**config.mk**
```make
export PLATFORM = sky130hd
export DESIGN_NAME = icosoc_rs232_frame_rx
export DESIGN_NICKNAME = d
export VERILOG_FILES = /design/src/rtl/icosoc_rs232_frame_rx.sv
export SDC_FILE = /design/constraint.sdc
export NUM_CORES = 1
export LEC_CHECK = 0
export ABC_AREA = 1
export BUFFER_PORTS_ARGS = -buffer_cell sky130_fd_sc_hd__buf_2
export CORE_ASPECT_RATIO = 1.75
export CORE_UTILIZATION = 65
export DETAILED_ROUTE_END_ITERATION = 12
export PLACE_DENSITY = 0.83
export RECOVER_POWER = 50
export SLEW_MARGIN = 20
export SYNTH_ARGS = -nofsm -noshare
export SYNTH_HDL_FRONTEND = slang
export SYNTH_SLANG_ARGS = --single-unit
export TNS_END_PERCENT = 10
```
**constraint.sdc**
```tcl
create_clock -name clk -period 5.2 [get_ports clk]
set_input_delay 0.26 -clock clk [delete_from_list [all_inputs] [get_ports clk]]
set_output_delay 0.26 -clock clk [all_outputs]
set_load 0.005 [all_outputs]
```
**src/rtl/icosoc_rs232_frame_rx.sv**
```systemverilog
// Ctrl-bus master for the icosoc rs232 register file: polls the receive count, pops bytes, decodes
// SYNC/LEN/PAYLOAD/CSUM frames, answers ACK/NAK and streams good payloads on a valid/ready port.
module icosoc_rs232_frame_rx #(
  parameter int MAX_LEN       = 64,
  parameter int POLL_INTERVAL = 64,
  parameter int BYTE_TIMEOUT  = 60000,
  parameter bit ENABLE_ACK    = 1'b1
) (
  input  logic        clk,
  input  logic        resetn,
  output logic [3:0]  ctrl_wr,
  output logic        ctrl_rd,
  output logic [15:0] ctrl_addr,
  output logic [31:0] ctrl_wdat,
  input  logic [31:0] ctrl_rdat,
  input  logic        ctrl_done,
  output logic [7:0]  m_data,
  output logic        m_valid,
  output logic        m_last,
  input  logic        m_ready,
  output logic        frame_ok,
  output logic        frame_err,
  output logic [1:0]  err_code,
  output logic [4:0]  dbg_state
);
  localparam int AW    = (MAX_LEN > 1) ? $clog2(MAX_LEN) : 1;
  localparam int DEPTH = 1 << AW;
  localparam int WCW   = $clog2(POLL_INTERVAL + 1);
  localparam int TCW   = $clog2(BYTE_TIMEOUT + 1);
  localparam logic [WCW-1:0] WAIT_LAST = WCW'(POLL_INTERVAL - 1);
  localparam logic [TCW-1:0] TMO_LAST  = TCW'(BYTE_TIMEOUT - 1);
  localparam logic [7:0] MAX_LEN_B = MAX_LEN[7:0];
  localparam logic [7:0] SYNC = 8'hA5, ACK = 8'h06, NAK = 8'h15;

  typedef enum logic [2:0] {B_WAIT, B_RD_CNT, B_RD_DATA, B_ACK_POLL, B_ACK_WR, B_DRAIN} bus_state_t;
  typedef enum logic [1:0] {P_HUNT, P_LEN, P_DATA, P_CSUM} parse_state_t;

  bus_state_t   bus_q, bus_d;
  parse_state_t parse_q, parse_d;
  logic         req_on, req_on_d, req_done, byte_fire;
  logic         good_v, nak_v, tmo_v;
  logic [1:0]   code_v;
  logic [7:0]   rbyte, sum_add;
  logic [WCW-1:0] wait_cnt;
  logic [TCW-1:0] tmo_cnt;
  logic [7:0]   n_cnt, len_q, idx_q, sum_q, drain_idx, ack_byte;
  logic         ack_good;
  logic [1:0]   err_code_q;
  logic [7:0]   pay_buf [DEPTH];
  logic         unused_rdat;

  assign rbyte       = ctrl_rdat[7:0];
  assign unused_rdat = ^ctrl_rdat[31:8];
  assign sum_add     = sum_q + rbyte;
  assign req_done    = req_on & ctrl_done;
  assign byte_fire   = req_done & (bus_q == B_RD_DATA);
  assign err_code    = err_code_q;
  assign dbg_state   = {parse_q, bus_q};

  function automatic logic is_req(input bus_state_t s);
    return s inside {B_RD_CNT, B_RD_DATA, B_ACK_POLL, B_ACK_WR};
  endfunction

  always_ff @(posedge clk) begin
    if (!resetn) begin
      bus_q   <= B_WAIT;
      parse_q <= P_HUNT;
      req_on  <= 1'b0;
    end else begin
      bus_q   <= bus_d;
      parse_q <= parse_d;
      req_on  <= req_on_d;
    end
  end

  // Parser: a consumed byte always wins over a timeout landing in the same cycle.
  always_comb begin
    parse_d = parse_q;
    good_v  = 1'b0;
    nak_v   = 1'b0;
    tmo_v   = 1'b0;
    code_v  = 2'd0;
    if (byte_fire) begin
      case (parse_q)
        P_HUNT: if (rbyte == SYNC) parse_d = P_LEN;
        P_LEN: begin
          if (rbyte > MAX_LEN_B) begin
            nak_v   = 1'b1;
            code_v  = 2'd2;
            parse_d = P_HUNT;
          end else begin
            parse_d = (rbyte == 8'd0) ? P_CSUM : P_DATA;
          end
        end
        P_DATA: if (idx_q == len_q - 8'd1) parse_d = P_CSUM;
        P_CSUM: begin
          parse_d = P_HUNT;
          if (sum_add == 8'd0) begin
            good_v = 1'b1;
          end else begin
            nak_v  = 1'b1;
            code_v = 2'd1;
          end
        end
        default: parse_d = P_HUNT;
      endcase
    end else if (parse_q != P_HUNT && tmo_cnt == TMO_LAST) begin
      tmo_v   = 1'b1;
      code_v  = 2'd3;
      parse_d = P_HUNT;
    end
  end

  // Bus: a request drops on the edge that samples ctrl_done, so back-to-back requests get one idle cycle.
  always_comb begin
    bus_d = bus_q;
    case (bus_q)
      B_WAIT:   if (wait_cnt == WAIT_LAST) bus_d = B_RD_CNT;
      B_RD_CNT: if (req_done) bus_d = (rbyte == 8'd0) ? B_WAIT : B_RD_DATA;
      B_RD_DATA: begin
        if (byte_fire) begin
          if (good_v || nak_v)
            bus_d = ENABLE_ACK ? B_ACK_POLL : ((good_v && len_q != 8'd0) ? B_DRAIN : B_RD_CNT);
          else if (n_cnt == 8'd1)
            bus_d = B_RD_CNT;
        end
      end
      B_ACK_POLL: if (req_done && rbyte != 8'd0) bus_d = B_ACK_WR;
      B_ACK_WR:   if (req_done) bus_d = (ack_good && len_q != 8'd0) ? B_DRAIN : B_RD_CNT;
      B_DRAIN:    if (m_ready && drain_idx == len_q - 8'd1) bus_d = B_RD_CNT;
      default:    bus_d = B_WAIT;
    endcase
    req_on_d = req_done ? 1'b0 : (req_on | is_req(bus_d));
  end

  // m_valid/m_data/m_last are held until a cycle with m_valid && m_ready; that cycle moves to the next beat.
  always_comb begin
    ctrl_rd   = req_on && (bus_q inside {B_RD_CNT, B_RD_DATA, B_ACK_POLL});
    ctrl_wr   = (req_on && bus_q == B_ACK_WR) ? 4'hf : 4'h0;
    ctrl_wdat = (req_on && bus_q == B_ACK_WR) ? {24'h0, ack_byte} : 32'h0;
    ctrl_addr = 16'h0;
    if (req_on && bus_q == B_RD_CNT)   ctrl_addr = 16'h4;
    if (req_on && bus_q == B_ACK_POLL) ctrl_addr = 16'h8;
    m_valid   = (bus_q == B_DRAIN);
    m_data    = m_valid ? pay_buf[drain_idx[AW-1:0]] : 8'h0;
    m_last    = m_valid && (drain_idx == len_q - 8'd1);
    frame_ok  = good_v;
    frame_err = nak_v | tmo_v;
  end

  always_ff @(posedge clk) begin
    if (!resetn) begin
      wait_cnt   <= '0;
      tmo_cnt    <= '0;
      n_cnt      <= '0;
      len_q      <= '0;
      idx_q      <= '0;
      sum_q      <= '0;
      drain_idx  <= '0;
      ack_good   <= 1'b0;
      ack_byte   <= '0;
      err_code_q <= '0;
      for (int i = 0; i < DEPTH; i++) pay_buf[i] <= '0;
    end else begin
      wait_cnt <= (bus_q == B_WAIT && wait_cnt != WAIT_LAST) ? wait_cnt + 1'b1 : '0;
      if (byte_fire || parse_q == P_HUNT) tmo_cnt <= '0;
      else if (tmo_cnt != TMO_LAST)       tmo_cnt <= tmo_cnt + 1'b1;
      if (req_done && bus_q == B_RD_CNT) n_cnt <= rbyte;
      else if (byte_fire)                n_cnt <= n_cnt - 8'd1;
      if (byte_fire) begin
        case (parse_q)
          P_LEN: begin
            len_q <= rbyte;
            sum_q <= rbyte;
            idx_q <= '0;
          end
          P_DATA: begin
            pay_buf[idx_q[AW-1:0]] <= rbyte;
            sum_q <= sum_add;
            idx_q <= idx_q + 8'd1;
          end
          default: ;
        endcase
      end
      if (good_v || nak_v) begin
        ack_good <= good_v;
        ack_byte <= good_v ? ACK : NAK;
      end
      if (nak_v || tmo_v) err_code_q <= code_v;
      if (bus_q != B_DRAIN) drain_idx <= '0;
      else if (m_ready)     drain_idx <= drain_idx + 8'd1;
    end
  end
endmodule

```
Word-level counts from Yosys, hierarchy flattened

Memories as Yosys holds them, arrays and structs flattened. A register that Yosys moved wholly into a read port is not among the register bits.
Index checks and enable logic that the tools add are counted.
Widths: inputs -> output; s select.

Add/sub/neg operators: 7
Order comparisons: 1
Eq/ne operators: 23
Mux-type cells: 52
Bitwise operators: 5
Reductions and logical operators: 34

Operators by type and width:

| kind                  | number |
|---|---|
| $mux 8                | 5 |
| $pmux 8 s2            | 2 |
| $mux 3                | 10 |
| $mux 2                | 9 |
| $mux 6                | 3 |
| $pmux 3 s6            | 1 |
| $add 16x1->16 const B | 1 |
| $add 8x1->8 const B   | 2 |
| $eq 16x16->1 const B  | 1 |
| $eq 8x8->1            | 2 |
| $logic_not 8->1       | 2 |
| $mux 1                | 16 |
| $mux 16               | 1 |
| $ne 16x16->1 const B  | 1 |
| $reduce_bool 8->1     | 2 |
| $sub 8x1->8 const B   | 2 |
| $eq 3x2->1 const B    | 4 |
| $logic_and 1x1->1     | 11 |
| $eq 3x3->1 const B    | 3 |
| $ne 3x3->1 const B    | 3 |
| $add 8x8->8           | 1 |
| $eq 8x1->1 const B    | 1 |
| $eq 8x8->1 const B    | 1 |
| $gt 8x7->1 const B    | 1 |
| other kinds (24)      | 37 |

Register bits: 80
RAM bits: 512
Word-level logic and storage cells: 136
Memories: 1

Memory list:

| name    | words | bits a word | read ports | clocked after memory_dff | write ports | line | RTL |
|---|---|---|---|---|---|---|---|
| pay_buf | 64    | 8           | 1          | 1                        | 64          | 49   | `logic [7:0] pay_buf [DEPTH];` |

Logic depth before layout (Yosys ltp)

Gate-level depths: netlist (run 1).

Word-level depth: 12
Depth in mapped cells: 17

Worst setup path before layout (run 1)

No wires, ideal clock.

Kind: reg-to-reg
Start: register parse_q[0]
End: memory pay_buf[37][0] (enable)
Library setup time: 0.329 ns
Arrival time: 1.948 ns
Slack: 2.923 ns
Cell stages (with the launch flop): 11
Clock period less this slack: 2.277 ns
Cells stage by stage: dfxtp_1 inv_1 ha_1 inv_1 nor2_1 inv_2 nor2_4 inv_2 nor3_4 nand2_2 nand2_1

RTL lines:

| what                   | line | RTL |
|---|---|---|
| start, declared        | 39   | `parse_state_t parse_q, parse_d;` |
| start signal, assigned | 71   | `parse_q <= parse_d;` |
| end, declared          | 49   |  |

==> impl_metrics.env, run 1 <==
export IMPL_antenna_left=0
export IMPL_synth_ff_type="edfxtp_1"
export IMPL_failed_checks="max-capacitance violations, max-slew violations"
export IMPL_cp_start_kind="flip-flop"
export IMPL_ys_warn_count=0
export IMPL_leakage_nw=10.9
export IMPL_start_util=0.660
export IMPL_synth_top_area_cell="edfxtp_1"
export IMPL_routed_via_density=6.39
export IMPL_die_area_um2=43200
export IMPL_tritoncts="yes"
export IMPL_ioPinCount=108
export IMPL_vias=21500
export IMPL_slew_headroom=-0.285
export IMPL_area_growth_pct=6.93
export IMPL_root_buffer="clkbuf_16"
export IMPL_syn_area_um2=27500
export IMPL_setup_viol=0
export IMPL_layout_drive_gt1_share=0.0654
export IMPL_clk_pin_slew_worst_paths_ns=0.07
export IMPL_finalHoldViolations=0
export IMPL_grt_pass1_vias=21000
export IMPL_synth_top_cell_area_share=0.558
export IMPL_finalCritPeriodShare=0.838
export IMPL_yosysUniqueCellTypes=44
export IMPL_hold_path_class="primary input to flip-flop"
export IMPL_postCtsHoldBufs=4
export IMPL_p_seq_frac=0.562
export IMPL_crit_fanout=16
export IMPL_yosys_top_cells_count="nor2_1 (858), edfxtp_1 (512), o21ai_0 (313)"
export IMPL_slew_viol_final=85
export IMPL_power_frac_clock=0.406
export IMPL_worstSkewPairLatency_ns=0.59
export IMPL_core_um2=41700
export IMPL_combPwrFrac=0.032
export IMPL_wl_per_cell_um=22.0
export IMPL_cp_data_required_time_ns=5.44
export IMPL_die_y_um=274
export IMPL_end_kind="flip-flop"
export IMPL_worstMarginPinSlew_ns=1.93
export IMPL_switching_share=0.210
export IMPL_drv_cap=3
export IMPL_post_cts_resized=0
export IMPL_p_int_w=0.00757
export IMPL_dp_cells=3271
export IMPL_cts_max_level=2
export IMPL_rows=99
export IMPL_syn_avg_cell_area_um2=9.71
export IMPL_grt_setup_unrepaired="false"
export IMPL_fin_worst_skew_ns=0.0128
export IMPL_status="complete, but fails checks"
export IMPL_post_route_min_period_ns=4.36
export IMPL_place_congestion=1.01
export IMPL_cts_buffers=50
export IMPL_overflow=0
export IMPL_finalWirelength_um=74000
export IMPL_switchingPower_w=0.00201
export IMPL_criticalPathCategory="flip-flop to flip-flop"
export IMPL_synth_area_top_cells="edfxtp_1 (56%), nor2_1 (12%), dfxtp_1 (5.8%)"
export IMPL_grt_pass1_wl_um=114000
export IMPL_route_detailed_drc=0
export IMPL_setup_tns_ns=0
export IMPL_drtIter0Drc=2698
export IMPL_async_flop_share=0
export IMPL_grt_max_degree=178
export IMPL_clkSinkCount=592
export IMPL_antenna_found_initial=0
export IMPL_clock_path_buffers=3
export IMPL_die_w_um=158
export IMPL_numPortBuffers=41
export IMPL_netlist_instances=2837
export IMPL_ys_ff_latch=592
export IMPL_cp_arrival_ns=4.60
export IMPL_drtPass1Iterations=8
export IMPL_seq_area_frac_synth=0.616
export IMPL_grt_util_all_layers=0.352
export IMPL_final_cells=3368
export IMPL_fmax_ghz=0.229
export IMPL_powerDensity_nw_per_um2=325
export IMPL_yosysMostFrequentCell="nor2_1"
export IMPL_ir_worst_vdd_uv=387
export IMPL_synth_edf_count=512
export IMPL_final_core_util=0.706
export IMPL_antennaDiodeCount=0
export IMPL_layout_nets=2828
export IMPL_dp_hpwl_um=47100
export IMPL_postCtsSetupRepairBufs=0
## path summary, 6_finish.rpt
check                                   from  slack, ns             to  cells past startpoint
worst max-delay path                bus_q[1]       0.84  pay_buf[6][4]                     10
worst min-delay path            ctrl_rdat[4]       0.03       sum_q[4]                      3
worst max register to register      bus_q[1]       0.84  pay_buf[6][4]                     10
worst min register to register   wait_cnt[0]       0.47    wait_cnt[0]                      1
## sequential cells by signal (all words and copies together) (netlist names), named ones only
name,flops
pay_buf,512
tmo_cnt,16
drain_idx,8
idx_q,8
len_q,8
n_cnt,8
sum_q,8
wait_cnt,7
ack_byte,3
bus_q,3
err_code,2
parse_q,2
req_on,1
## routing by layer
| layer | track usage | part of all wire |
|---|---|---|
| met5 | 0 | 0 |
| met4 | 0.274 | 0.084 |
| met3 | 0.0574 | 0.095 |
| met2 | 0.608 | 0.50 |
| met1 | 0.381 | 0.32 |
## cell families (layout without fill, tap and decap cells)
kind of cell / count (synthesis) / after routing / synth area share
other cells: 1 / 42 / 0.000136
simple gates: 1319 / 1319 / 0.199
compound gates: 543 / 543 / 0.117
buf+inv: 346 / 281 / 0.0536
flops: 592 / 592 / 0.616
xor+xnor: 16 / 16 / 0.00509
fa+ha+maj: 20 / 20 / 0.00936
## area by class of cell
type,count,area (um2)
Inverter,115,437
Tap cell,555,694
Timing Repair Buffer,73,484
Fill cell,2924,12300
Clock inverter,32,329
Sequential cell,592,17000
Clock buffer,61,1360
Multi-Input combinational cell,1940,9170
## per-stage QoR
| step | worst slack [ns] | hold slack (ns) | area (um2) | power [W] |
|---|---|---|---|---|
| after floorplan | 2.92 | 0.409 | 27700 | 0.00567 |
| after global placement | 1.69 | 0.443 | 27800 | 0.00576 |
| final | 0.840 | 0.0309 | 29500 | 0.00958 |
| after CTS | 1.43 | 0.00971 | 29600 | 0.00957 |
| after detailed placement | 1.63 | 0.453 | 27800 | 0.00578 |
| after global routing | 0.589 | 0.0319 | 29500 | 0.00980 |
## power groups by stage
stage          clock network [W]  registers, W  logic (W)
3_5_place_dp                   0       0.00549   0.000295
4_1_cts                  0.00389       0.00538   0.000298
5_1_grt                  0.00408       0.00540   0.000325
6_report                 0.00389       0.00539   0.000307
2_1_floorplan                  0       0.00546   0.000210
3_3_place_gp                   0       0.00547   0.000286
## cell usage in the layout, fill, tap and decap left out, types with 8 or more instances in the layout
cell       instances
a31oi_1            8
nor2_1           859
clkbuf_2          10
o221ai_1          94
buf_4             24
nand4_1           16
a21oi_1           56
dfxtp_1           77
nor3_1            29
conb_1            42
buf_2             27
nand2_1          228
nand2_2           17
xor2_1            11
clkbuf_1          13
clkinv_1          18
inv_1             98
clkbuf_16         53
ha_1              19
nand3_1          145
o22ai_1           37
o21a_1            10
o21ai_0          313
edfxtp_1         512
inv_2             11
o211ai_1          14
## critical path: stages (launching register included)
cell     delay [ns]
dfxtp_1        0.36
inv_1          0.08
nor3_1         0.23
nand2_1        0.27
nor2_1         0.20
inv_1          0.10
nor2_4         0.37
inv_2          0.22
nor3_1         1.31
nand2_2        0.40
nand2_1        0.45
No activity file was read; power rests on OpenSTA's default activity.
==> run 2, diff against run 1 <==
--- a/config.mk
+++ b/config.mk
@@ -8,9 +8,9 @@
 export ABC_AREA = 1
 export BUFFER_PORTS_ARGS = -buffer_cell sky130_fd_sc_hd__buf_2
 export CORE_ASPECT_RATIO = 1.75
-export CORE_UTILIZATION = 65
+export CORE_UTILIZATION = 62
 export DETAILED_ROUTE_END_ITERATION = 12
-export PLACE_DENSITY = 0.83
+export PLACE_DENSITY = 0.8
 export RECOVER_POWER = 50
 export SLEW_MARGIN = 20
 export SYNTH_ARGS = -nofsm -noshare
==> constraint.sdc (replaced) <==
create_clock -name clk -period 4.1 [get_ports clk]
set_input_delay 0.205 -clock clk [delete_from_list [all_inputs] [get_ports clk]]
set_output_delay 0.205 -clock clk [all_outputs]
set_load 0.005 [all_outputs]
==> run 2 against run 1 <==
The flow now finishes without violations. Critical path depth down 1. Register-to-register slack worse by 0.41 ns. Clock power up 25%. Non-clock buffer count up 21. Wire length up 2.5%. Count of clock-buffer cells in the layout down 2. Largest power group unchanged.
==> impl_metrics.env, run 2 (synthesis gave the netlist of run 1 again) <==
export IMPL_start_util=0.632
export IMPL_core_um2=43600
export IMPL_antennaDiodeCount=0
export IMPL_cts_buffers=52
export IMPL_drtIter0Drc=2349
export IMPL_layout_drive_gt1_share=0.0636
export IMPL_drv_cap=0
export IMPL_ioPinCount=108
export IMPL_postCtsSetupRepairBufs=0
export IMPL_top_regs="pay_buf: 512 flops, tmo_cnt: 16 flops"
export IMPL_clkSinkCount=592
export IMPL_die_w_um=161
export IMPL_grt_pass1_wl_um=115000
export IMPL_powerDensity_nw_per_um2=409
export IMPL_cp_data_required_time_ns=3.89
export IMPL_final_core_util=0.677
export IMPL_slew_headroom=0.250
export IMPL_hold_path_class="primary input to flip-flop"
export IMPL_area_growth_pct=7.15
export IMPL_setup_viol=0
export IMPL_setup_tns_ns=0
export IMPL_root_buffer="clkbuf_16"
export IMPL_ff_latch_area_um2=17000
export IMPL_final_common_cell="nor2_1"
export IMPL_crit_fanout=84
export IMPL_max_stage_delay_ns=0.51
export IMPL_worstMarginPinSlew_ns=1.12
export IMPL_drtPass1Iterations=8
export IMPL_fin_worst_skew_ns=0.0145
export IMPL_wl_per_cell_um=22.3
export IMPL_finalCritPeriodShare=0.921
export IMPL_clock_path_buffers=3
export IMPL_dp_cells=3300
export IMPL_largest_reg_flops=512
export IMPL_route_detailed_drc=0
export IMPL_die_y_um=281
export IMPL_r2r_setup_slack_ns=0.43
export IMPL_post_cts_resized=0
export IMPL_fillers=3296
export IMPL_holdWs_ns=0.0422
export IMPL_worstSkewPairLatency_ns=0.59
export IMPL_final_cells=3398
export IMPL_overflow=0
export IMPL_leakage_nw=10.9
export IMPL_layout_common_cells="nor2_1 (860), edfxtp_1 (512), o21ai_0 (313)"
export IMPL_vias=21700
export IMPL_die_area_um2=45300
export IMPL_dp_hpwl_um=48800
export IMPL_finalHoldViolations=0
export IMPL_rows=101
export IMPL_cp_common_cell="nand3_1"
export IMPL_regMostFlops="pay_buf"
export IMPL_tritoncts="yes"
export IMPL_status="complete, no violations"
export IMPL_fmax_ghz=0.265
export IMPL_routed_via_density=6.40
export IMPL_grt_pass1_vias=21200
export IMPL_antenna_left=0
export IMPL_ir_worst_vdd_uv=341
export IMPL_numPortBuffers=41
export IMPL_finalPower_w=0.0121
export IMPL_clk_pin_slew_worst_paths_ns=0.07
export IMPL_end_kind="primary output"
export IMPL_finalWirelength_um=75800
export IMPL_slowest_stage="o221ai_1"
export IMPL_cts_max_level=2
export IMPL_antenna_found_initial=0
export IMPL_grt_max_degree=101
export IMPL_criticalPathCategory="flip-flop to primary output"
export IMPL_slew_viol_final=0
export IMPL_layout_nets=2851
export IMPL_cp_start_kind="flip-flop"
export IMPL_grt_util_all_layers=0.336
export IMPL_grt_setup_unrepaired="false"
export IMPL_multi_input_area_um2=9110
export IMPL_post_route_min_period_ns=3.77
export IMPL_place_congestion=0.952
export IMPL_cp_arrival_ns=3.57
export IMPL_crit_chain="inv_6, buf_12, o21ai_0, o221ai_1, nand3_1, o211ai_1, nand3_1, a21oi_1, buf_2"
[run 2: report_power, final]
part / switching, W / internal [W] / total (W)
clock network: 0.00219 / 0.00267 / 0.00486
logic: 0.000333 / 0.0000624 / 0.000395
registers: 0.0000724 / 0.00676 / 0.00683
[run 2: path summary, 6_finish.rpt]
| path | startpoint | to | cells past startpoint |
|---|---|---|---|
| setup reg to reg | bus_q[1] | pay_buf[15][5] | 10 |
| hold / removal | ctrl_rdat[4] | sum_q[4] | 3 |
| hold reg to reg | wait_cnt[0] | wait_cnt[0] | 1 |
| setup / recovery | flip-flop | m_data[1] | 9 |
[run 2: worst max-delay path, delay by kind of cell, from the launching register on]
family	cells	cell delay (ns)
compound gates	4	1.04
buf+inv	3	0.97
flops	1	0.46
simple gates	2	0.38
[run 2: per-stage QoR]
step	cell area (um2)	worst slack, ns
after floorplan	27700	1.82
after global placement	28000	1.06
after detailed placement	28000	0.985
after CTS	29700	0.441
after global routing	29500	0.167
final	29500	0.326
[run 2: final cells by class]
class,count,share of cell area
multi-input combinational,1940,0.309
inverter,115,0.0148
sequential,592,0.576
clock inverter,32,0.00975
clock buffer,59,0.0457
timing repair buffer,94,0.0214
tap,566,0.0240
[run 2: per-layer routing]
layer / routed length, um / vias up / GRT usage
met4: 6650 / 0 / 0.269
met5: 0 / - / 0
met3: 6510 / 350 / 0.0483
li1: - / 9696 / -
met2: 38300 / 1405 / 0.588
met1: 24400 / 10300 / 0.362
[run 2: timing repair]
action	CTS	global route
hold buffers	7	0
setup endpoints to repair	0	0
hold endpoints to repair	10	0
